==> config.mk <==
export PLATFORM = sky130hd
export DESIGN_NAME = neuron_controller
export DESIGN_NICKNAME = d
export VERILOG_FILES = /design/src/rtl/neuron_controller.sv
export SDC_FILE = /design/constraint.sdc
export NUM_CORES = 1
export LEC_CHECK = 0
export ABC_AREA = 1
export BUFFER_PORTS_ARGS = -buffer_cell sky130_fd_sc_hd__buf_4
export CAP_MARGIN = 20
export CORE_ASPECT_RATIO = 0.9
export CORE_UTILIZATION = 30
export DETAILED_ROUTE_END_ITERATION = 10
export PLACE_DENSITY = 0.6
export SYNTH_ARGS = -nofsm -noshare
export SYNTH_HDL_FRONTEND = slang
export SYNTH_SLANG_ARGS = --single-unit
==> constraint.sdc <==
create_clock -name clk -period 3.1 [get_ports clk]
set_clock_uncertainty 0.1 [all_clocks]
set_input_delay 0.155 -clock clk [delete_from_list [all_inputs] [get_ports clk]]
set_output_delay 0.155 -clock clk [all_outputs]
set_load 0.05 [all_outputs]
==> src/rtl/neuron_controller.sv <==
// Sequencer for one neuron MAC pass: clear, N load pulses, settle, capture, then valid/ready output.
// Optional `NEURON_CTRL_STALL_EN adds a `stall` input that pauses the ACC phase.
module neuron_controller #(
  parameter int N     = 16,
  parameter int IDX_W = 16
) (
  input  logic             clk,
  input  logic             rst_n,
  input  logic             start,
`ifdef NEURON_CTRL_STALL_EN
  input  logic             stall,
`endif
  output logic [IDX_W-1:0] idx,
  output logic             reg_rst,
  output logic             ld,
  input  logic [15:0]      res_in,
  output logic [15:0]      result,
  output logic             out_valid,
  input  logic             out_ready,
  output logic             busy
);

  typedef enum logic [2:0] {
    S_IDLE,
    S_CLR,
    S_ACC,
    S_SETTLE,
    S_OUT
  } state_t;

  localparam logic [IDX_W-1:0] LAST = IDX_W'(N - 1);

  state_t           r_state;
  logic [IDX_W-1:0] r_cnt;
  logic [IDX_W-1:0] r_idx;
  logic             r_reg_rst;
  logic             r_ld;
  logic [15:0]      r_result;
  logic             r_out_valid;
  logic             r_busy;
  logic             w_stall;

`ifdef NEURON_CTRL_STALL_EN
  assign w_stall = stall;
`else
  assign w_stall = 1'b0;
`endif

  // r_ld is only ever set in ACC, so the stall mask needs no state qualifier;
  // masking in the same cycle keeps the datapath from loading a held index twice.
  assign ld        = r_ld & ~w_stall;
  assign idx       = r_idx;
  assign reg_rst   = r_reg_rst;
  assign result    = r_result;
  assign out_valid = r_out_valid;
  assign busy      = r_busy;

  // NOTE: every state and output register is written with <= so all of them
  // update together from pre-edge values; blocking = here would create
  // order-dependent races between the state and its decoded outputs.
  always_ff @(posedge clk or negedge rst_n) begin
    if (!rst_n) begin
      r_state     <= S_IDLE;
      r_cnt       <= '0;
      r_idx       <= '0;
      r_reg_rst   <= 1'b0;
      r_ld        <= 1'b0;
      r_result    <= '0;
      r_out_valid <= 1'b0;
      r_busy      <= 1'b0;
    end else begin
      case (r_state)
        S_IDLE: begin
          if (start) begin
            r_state   <= S_CLR;
            r_reg_rst <= 1'b1;
            r_busy    <= 1'b1;
            r_cnt     <= '0;
          end
        end
        S_CLR: begin
          r_state   <= S_ACC;
          r_reg_rst <= 1'b0;
          r_ld      <= 1'b1;
          r_idx     <= '0;
          r_cnt     <= '0;
        end
        S_ACC: begin
          if (!w_stall) begin
            if (r_cnt == LAST) begin
              r_state <= S_SETTLE;
              r_cnt   <= '0;
              r_ld    <= 1'b0;
            end else begin
              r_cnt <= r_cnt + 1'b1;
              r_idx <= r_cnt + 1'b1;
            end
          end
        end
        S_SETTLE: begin
          r_state     <= S_OUT;
          r_result    <= res_in;
          r_out_valid <= 1'b1;
          r_idx       <= '0;
        end
        S_OUT: begin
          if (out_ready) begin
            r_out_valid <= 1'b0;
            if (start) begin
              r_state   <= S_CLR;
              r_reg_rst <= 1'b1;
            end else begin
              r_state <= S_IDLE;
              r_busy  <= 1'b0;
            end
          end
        end
        default: begin
          r_state     <= S_IDLE;
          r_reg_rst   <= 1'b0;
          r_ld        <= 1'b0;
          r_out_valid <= 1'b0;
          r_busy      <= 1'b0;
        end
      endcase
    end
  end

endmodule
==> results of run 1 <==
==> cells in the final DEF, fill, tap and decap left out, types with 4 or more instances in the layout <==
cell	Yosys	final
buf_4	2	56
clkbuf_8	0	5
dfrtp_1	55	55
dlygate4sd3_1	0	18
inv_1	21	21
inv_2	4	4
nand2_1	135	135
nand3_1	33	33
nand3_2	4	4
nand4_1	9	9
nor2_1	28	28
o21ai_0	8	8
==> worst max path at each step <==
stage,depth (start not counted),end,slack (ns)
finish,8,ld,1.37
global route,6,r_cnt[10],1.13
floorplan,8,idx[10],1.61
CTS,8,ld,1.35
detailed placement,8,ld,1.36
global placement,8,ld,1.45
==> layout make-up <==
type | instances | area (µm²) | share of cell area [%]
repair buffers | 74 | 601 | 17.9
clock inverters | 2 | 16.3 | 0.484
well taps | 115 | 144 | 4.28
multi-input cells | 236 | 1060 | 31.5
flip-flops and latches | 55 | 1380 | 40.9
clock buffers | 6 | 72.6 | 2.16
inverters | 25 | 93.8 | 2.79
==> per-layer routing <==
metal | vias up | track usage (%) | part of all wire, %
met5 | - | 0 | 0
met4 | 0 | 2.94 | 0.62
met3 | 4 | 3.65 | 4.4
met2 | 48 | 24.3 | 48
met1 | 1096 | 20.1 | 47
li1 | 1163 | - | -
==> power groups by stage <==
stage	clock network (W)	logic (W)	registers, W
detailed placement	0	0.00144	0.00103
CTS	0.000423	0.00145	0.00102
finish	0.000408	0.00143	0.00102
floorplan	0	0.000567	0.00150
global placement	0	0.00140	0.00103
global route	0.000450	0.00156	0.00105
==> stage by stage <==
step / setup WS, ns / area, µm² / hold WS [ns] / cells / utilization, %
floorplan: 1.61 / 2580 / -0.241 / 322 / -
finish: 1.37 / 3360 / 0.0858 / 513 / 41.1
detailed placement: 1.36 / 3090 / 0.160 / 487 / 37.8
global route: 1.13 / 3360 / 0.112 / 513 / 41.1
global placement: 1.45 / 3090 / 0.152 / 487 / 37.8
CTS: 1.35 / 3360 / 0.0789 / 513 / 41.1
==> sequential cells by signal (all words and copies together), names as in the netlist <==
name and cells:
reg_rst 1, r_state 3, ld 1, idx 16, result 16, out_valid 1
busy 1, r_cnt 16
==> repair_timing <==
| item | in CTS | in global routing |
|---|---|---|
| resized for setup | 0 | 0 |
| buffers inserted | 0 | 0 |
| endpoints found under the hold margin | 72 | 0 |
| hold buffers | 18 | 0 |
==> cell families (layout without fill, tap and decap cells) <==
group                    after synthesis  in the layout  share of synthesized area, %
AO/OA/AOI/OAI                         14             14                          2.96
XOR/XNOR                               2              2                         0.679
adder cells (fa/ha/maj)                1              1                         0.485
buffers and inverters                 31            107                          5.58
flip-flops                            55             55                          53.4
AND/OR/NAND/NOR                      219            219                          36.9
==> critical path, stage by stage (launching register included) <==
cell,delay [ns]
dfrtp_1,0.42
ha_1,0.27
nand3_2,0.17
nor2_2,0.16
nand2_2,0.11
nand2_4,0.21
nand2_1,0.09
nand2_1,0.07
nand2_1,0.05
==> results.yml, run 1 <==
clock_network:
  clock_latency_ns: 0.31
  cts_tree: "done"
  clkSlewWorstSetupHoldPaths_ns: 0.11
  numCtsBuffers: 5
  clkSinkCount: 55
  cts_root_buf: "clkbuf_8"
  htree_num_levels: 2
  cts_buffer_depth: 2
power_and_ir_drop:
  vdd_drop_max_v: 0.000569
  p_sw_share_pct: 49.7
  pwr-share-clk_pct: 14.2
  power.total_w: 0.00286
  p_int_w: 0.00144
  power_density_nw_per_um2: 851
  p_sw_w: 0.00142
  p_leak_nw: 1.83
  pwr-share-comb_pct: 50.0
  power_frac_seq_pct: 35.7
synthesis:
  synth_nets: 343
  synth_top_area_share_pct: 53.4
  ys_ff_latch: 55
  ys_types: 25
  synth_most_common_cell: "nand2_1"
  netlist_area_um2: 2580
  synth_area_leader_cell: "dfrtp_1"
  async_flop_share_pct: 100
  synth-edff-count: 0
  synthTopCellsByCount: "135 x nand2_1, 55 x dfrtp_1, 33 x nand3_1"
  syn_avg_cell_area_um2: 8.01
  yosys_most_used_dff: "dfrtp_1"
  synth_area_leaders: "dfrtp_1 53%, nand2_1 20%, nand3_1 6.4%"
  synthCells: 322
  yosysSeqAreaShare_pct: 53.4
  yosysWarnings: 0
drt:
  wl_per_cell_um: 12.2
  drtIter0Drc: 79
  dr_total_vias: 2311
  dr.pass1.iters: 4
  drc: 0
  detail-route-antenna-nets: 0
  vias_per_cell: 4.50
  routed_wl_um: 6270
setup_path:
  worst_r2r_endpoint: "ld"
  critPathMaxFanout: 18
  r2r_cells: 8
  end_kind: "register"
  r2r-start: "r_cnt[0]"
  cp_data_arrival_time_ns: 1.85
  cp-start-kind: "register"
  path_class: "reg -> reg"
  crit_start: "r_cnt[0]"
  required_ns: 3.22
  rrSetupSlack_ns: 1.37
die:
  initial_core_util_pct: 31.5
  row_count: 31
  fp.dieArea_um2: 8970
  core_area_um2: 8180
  io_pins: 56
  die_h_um: 90.0
  die-width_um: 99.7
min_path:
  hold_path_depth: 4
  min_path_type: "in -> reg"
  hold_path_end: "r_state[2]"
  min-delay-start: "out_ready"
placement:
  dp_hpwl_um: 4260
  gp_congestion: 0.889
  io_buffers: 55
sta:
  worst_slew_pin_slew_ns: 0.695
  grt_setup_unrepaired: "false"
  slew-limit-headroom_pct: 53.7
  fmax_mhz: 578
  timing.final.crit_share_pct: 55.8
  fin_crit_ns: 1.73
  setup_violations: 0
  slew_viol_final: 0
  tns_ns: 0
  finalHoldViolations: 0
global_route:
  antenna_found_initial: 0
  grt_max_degree: 56
  grt_overflow: 0
  grt_use_total_pct: 14.9
  grt_pass1_vias: 2237
  grt_pass1_wl_um: 10700
layout:
  area_delta_synth_final_pct: 30.4
  layout-drive-gt1-share_pct: 19.8
  num-fill-cells: 849
  finalNetCount: 418
  diodes: 0
run:
  max-cap-violations: 0
status:
  status: "complete, no violations"
Power figures use the tool's default switching activity.
==> run 2, diff against run 1 <==
==> constraint.sdc (replaced) <==
create_clock -name clk -period 1.7 [get_ports clk]
set_clock_uncertainty 0.1 [all_clocks]
set_input_delay 0.085 -clock clk [delete_from_list [all_inputs] [get_ports clk]]
set_output_delay 0.085 -clock clk [all_outputs]
set_load 0.05 [all_outputs]
==> results.yml, run 2 (same netlist as run 1, synthesis figures left out) <==
min_path:
  hold_path_end: "r_state[2]"
  hold_path_depth: 4
  min_path_type: "in -> reg"
  min-delay-start: "out_ready"
setup_path:
  crit_path_top_delay_cell: "dfrtp_1"
  r2r-start: "r_cnt[1]"
  cp.buffers_inverters: 0
  path_delay_family: "simple AND/OR/NAND/NOR gates"
  path_class: "reg -> reg"
  required_ns: 1.86
  rrSetupSlack_ns: 0.14
  critPathMaxFanout: 9
  worst_r2r_endpoint: "idx[11]"
  slowest_delay_ns: 0.40
  end_kind: "register"
  cp_data_arrival_time_ns: 1.72
  cp-start-kind: "register"
  crit_start: "r_cnt[1]"
  r2r_cells: 7
  crit_top_cell: "nand2_4"
  worstPathCellList: "ha_2 > nand3_4 > nor2_4 > nand2_4 > nand2_4 > nand3_1 > nand2_1"
clock_network:
  cts_root_buf: "clkbuf_8"
  cts_setup_buffers: 0
  clock_latency_ns: 0.31
  cts_buffer_depth: 2
  numCtsBuffers: 5
  htree_num_levels: 2
  clkSlewWorstSetupHoldPaths_ns: 0.11
  clkSinkCount: 55
  cts_tree: "done"
drt:
  dr.pass1.iters: 4
  drc: 0
  detail-route-antenna-nets: 0
  wl_per_cell_um: 12.8
  vias_per_cell: 4.52
  routed_wl_um: 6680
  dr_total_vias: 2365
  drtIter0Drc: 65
sta:
  slew_viol_final: 0
  tns_ns: 0
  slew-limit-headroom_pct: 53.0
  setup_violations: 0
  fin_crit_ns: 1.56
  fmax_mhz: 641
  finalHoldViolations: 0
  worst_slew_pin_slew_ns: 0.705
  timing.final.crit_share_pct: 91.8
  grt_setup_unrepaired: "true"
layout:
  layout-drive-gt1-share_pct: 22.5
  final_common_cell: "nand2_1"
  num-fill-cells: 810
  area_delta_synth_final_pct: 35.6
  ff_latch_area_um2: 1380
  final_cell_mix: "134 x nand2_1, 65 x buf_4, 55 x dfrtp_1, 33 x nand3_1, 28 x nor2_1"
  diodes: 0
  finalNetCount: 428
  multi_input_area_um2: 1100
global_route:
  antenna_found_initial: 0
  grt_use_total_pct: 15.3
  grt_pass1_wl_um: 11000
  grt_overflow: 0
  grt_pass1_vias: 2295
  grt_max_degree: 56
die:
  die_h_um: 90.0
  die-width_um: 99.7
  initial_core_util_pct: 31.5
  io_pins: 56
  fp.dieArea_um2: 8970
  row_count: 31
  core_area_um2: 8180
power_and_ir_drop:
  p_leak_nw: 1.89
  power_density_nw_per_um2: 1600
  power.total_w: 0.00559
  vdd_drop_max_v: 0.00119
run:
  max-cap-violations: 0
placement:
  dp_hpwl_um: 4540
  gp_congestion: 0.847
  io_buffers: 55
status:
  status: "complete, no violations"
-- run 2: repair_timing --
item | CTS | global route
resized for setup | 0 | 6
hold buffers | 18 | 0
endpoints found under the setup margin | 0 | 26
endpoints found under the hold margin | 73 | 0
-- run 2: cell type report --
cell class | instances | area share [%]
clock inverter | 3 | 1.25
timing repair buffer | 83 | 19.1
sequential | 55 | 39.4
tap | 115 | 4.12
clock buffer | 5 | 1.97
multi-input combinational | 237 | 31.5
inverter | 25 | 2.68
-- run 2: power breakdown --
part	internal (W)	switching, W	total [W]	leakage, nW
combinational	0.000824	0.00201	0.00283	1.11
clock	0.000440	0.000459	0.000899	0.0581
sequential	0.00163	0.000229	0.00186	0.728
total	0.00290	0.00269	0.00559	1.89
-- run 2: worst max-delay path by stage --
stage | slack, ns | to | cells after the start
after floorplan | 0.21 | idx[10] | 8
after global placement | 0.08 | ld | 8
after detailed placement | 0.02 | ld | 8
after CTS | 0.004 | ld | 8
after global routing | 0.0004 | r_cnt[10] | 6
final | 0.14 | idx[11] | 7
-- run 2: worst reg2reg max path, delay by kind of cell, from the launching register on --
family | cells | cell delay, ns
fa+ha+maj | 1 | 0.25
flops | 1 | 0.40
simple gates | 6 | 0.77
-- run 2: stage by stage --
stage | setup slack [ns] | utilization, % | hold slack (ns) | instances | instance area (µm²)
global route | 0.000365 | 42.7 | 0.0405 | 523 | 3500
CTS | 0.00429 | 42.2 | 0.00937 | 522 | 3450
finish | 0.140 | 42.7 | 0.0145 | 523 | 3500
detailed placement | 0.0208 | 38.6 | 0.0866 | 496 | 3160
global placement | 0.0775 | 38.6 | 0.0793 | 496 | 3160
floorplan | 0.208 | - | -0.311 | 322 | 2580
-- run 2: routing by layer --
| metal | vias up | track usage [%] | wire length (µm) |
|---|---|---|---|
| met3 | 6 | 4.04 | 332 |
| met1 | 1112 | 19.2 | 3060 |
| met4 | 0 | 2.94 | 40 |
| met5 | - | 0 | 0 |
| met2 | 58 | 26.4 | 3250 |
| li1 | 1189 | - | - |
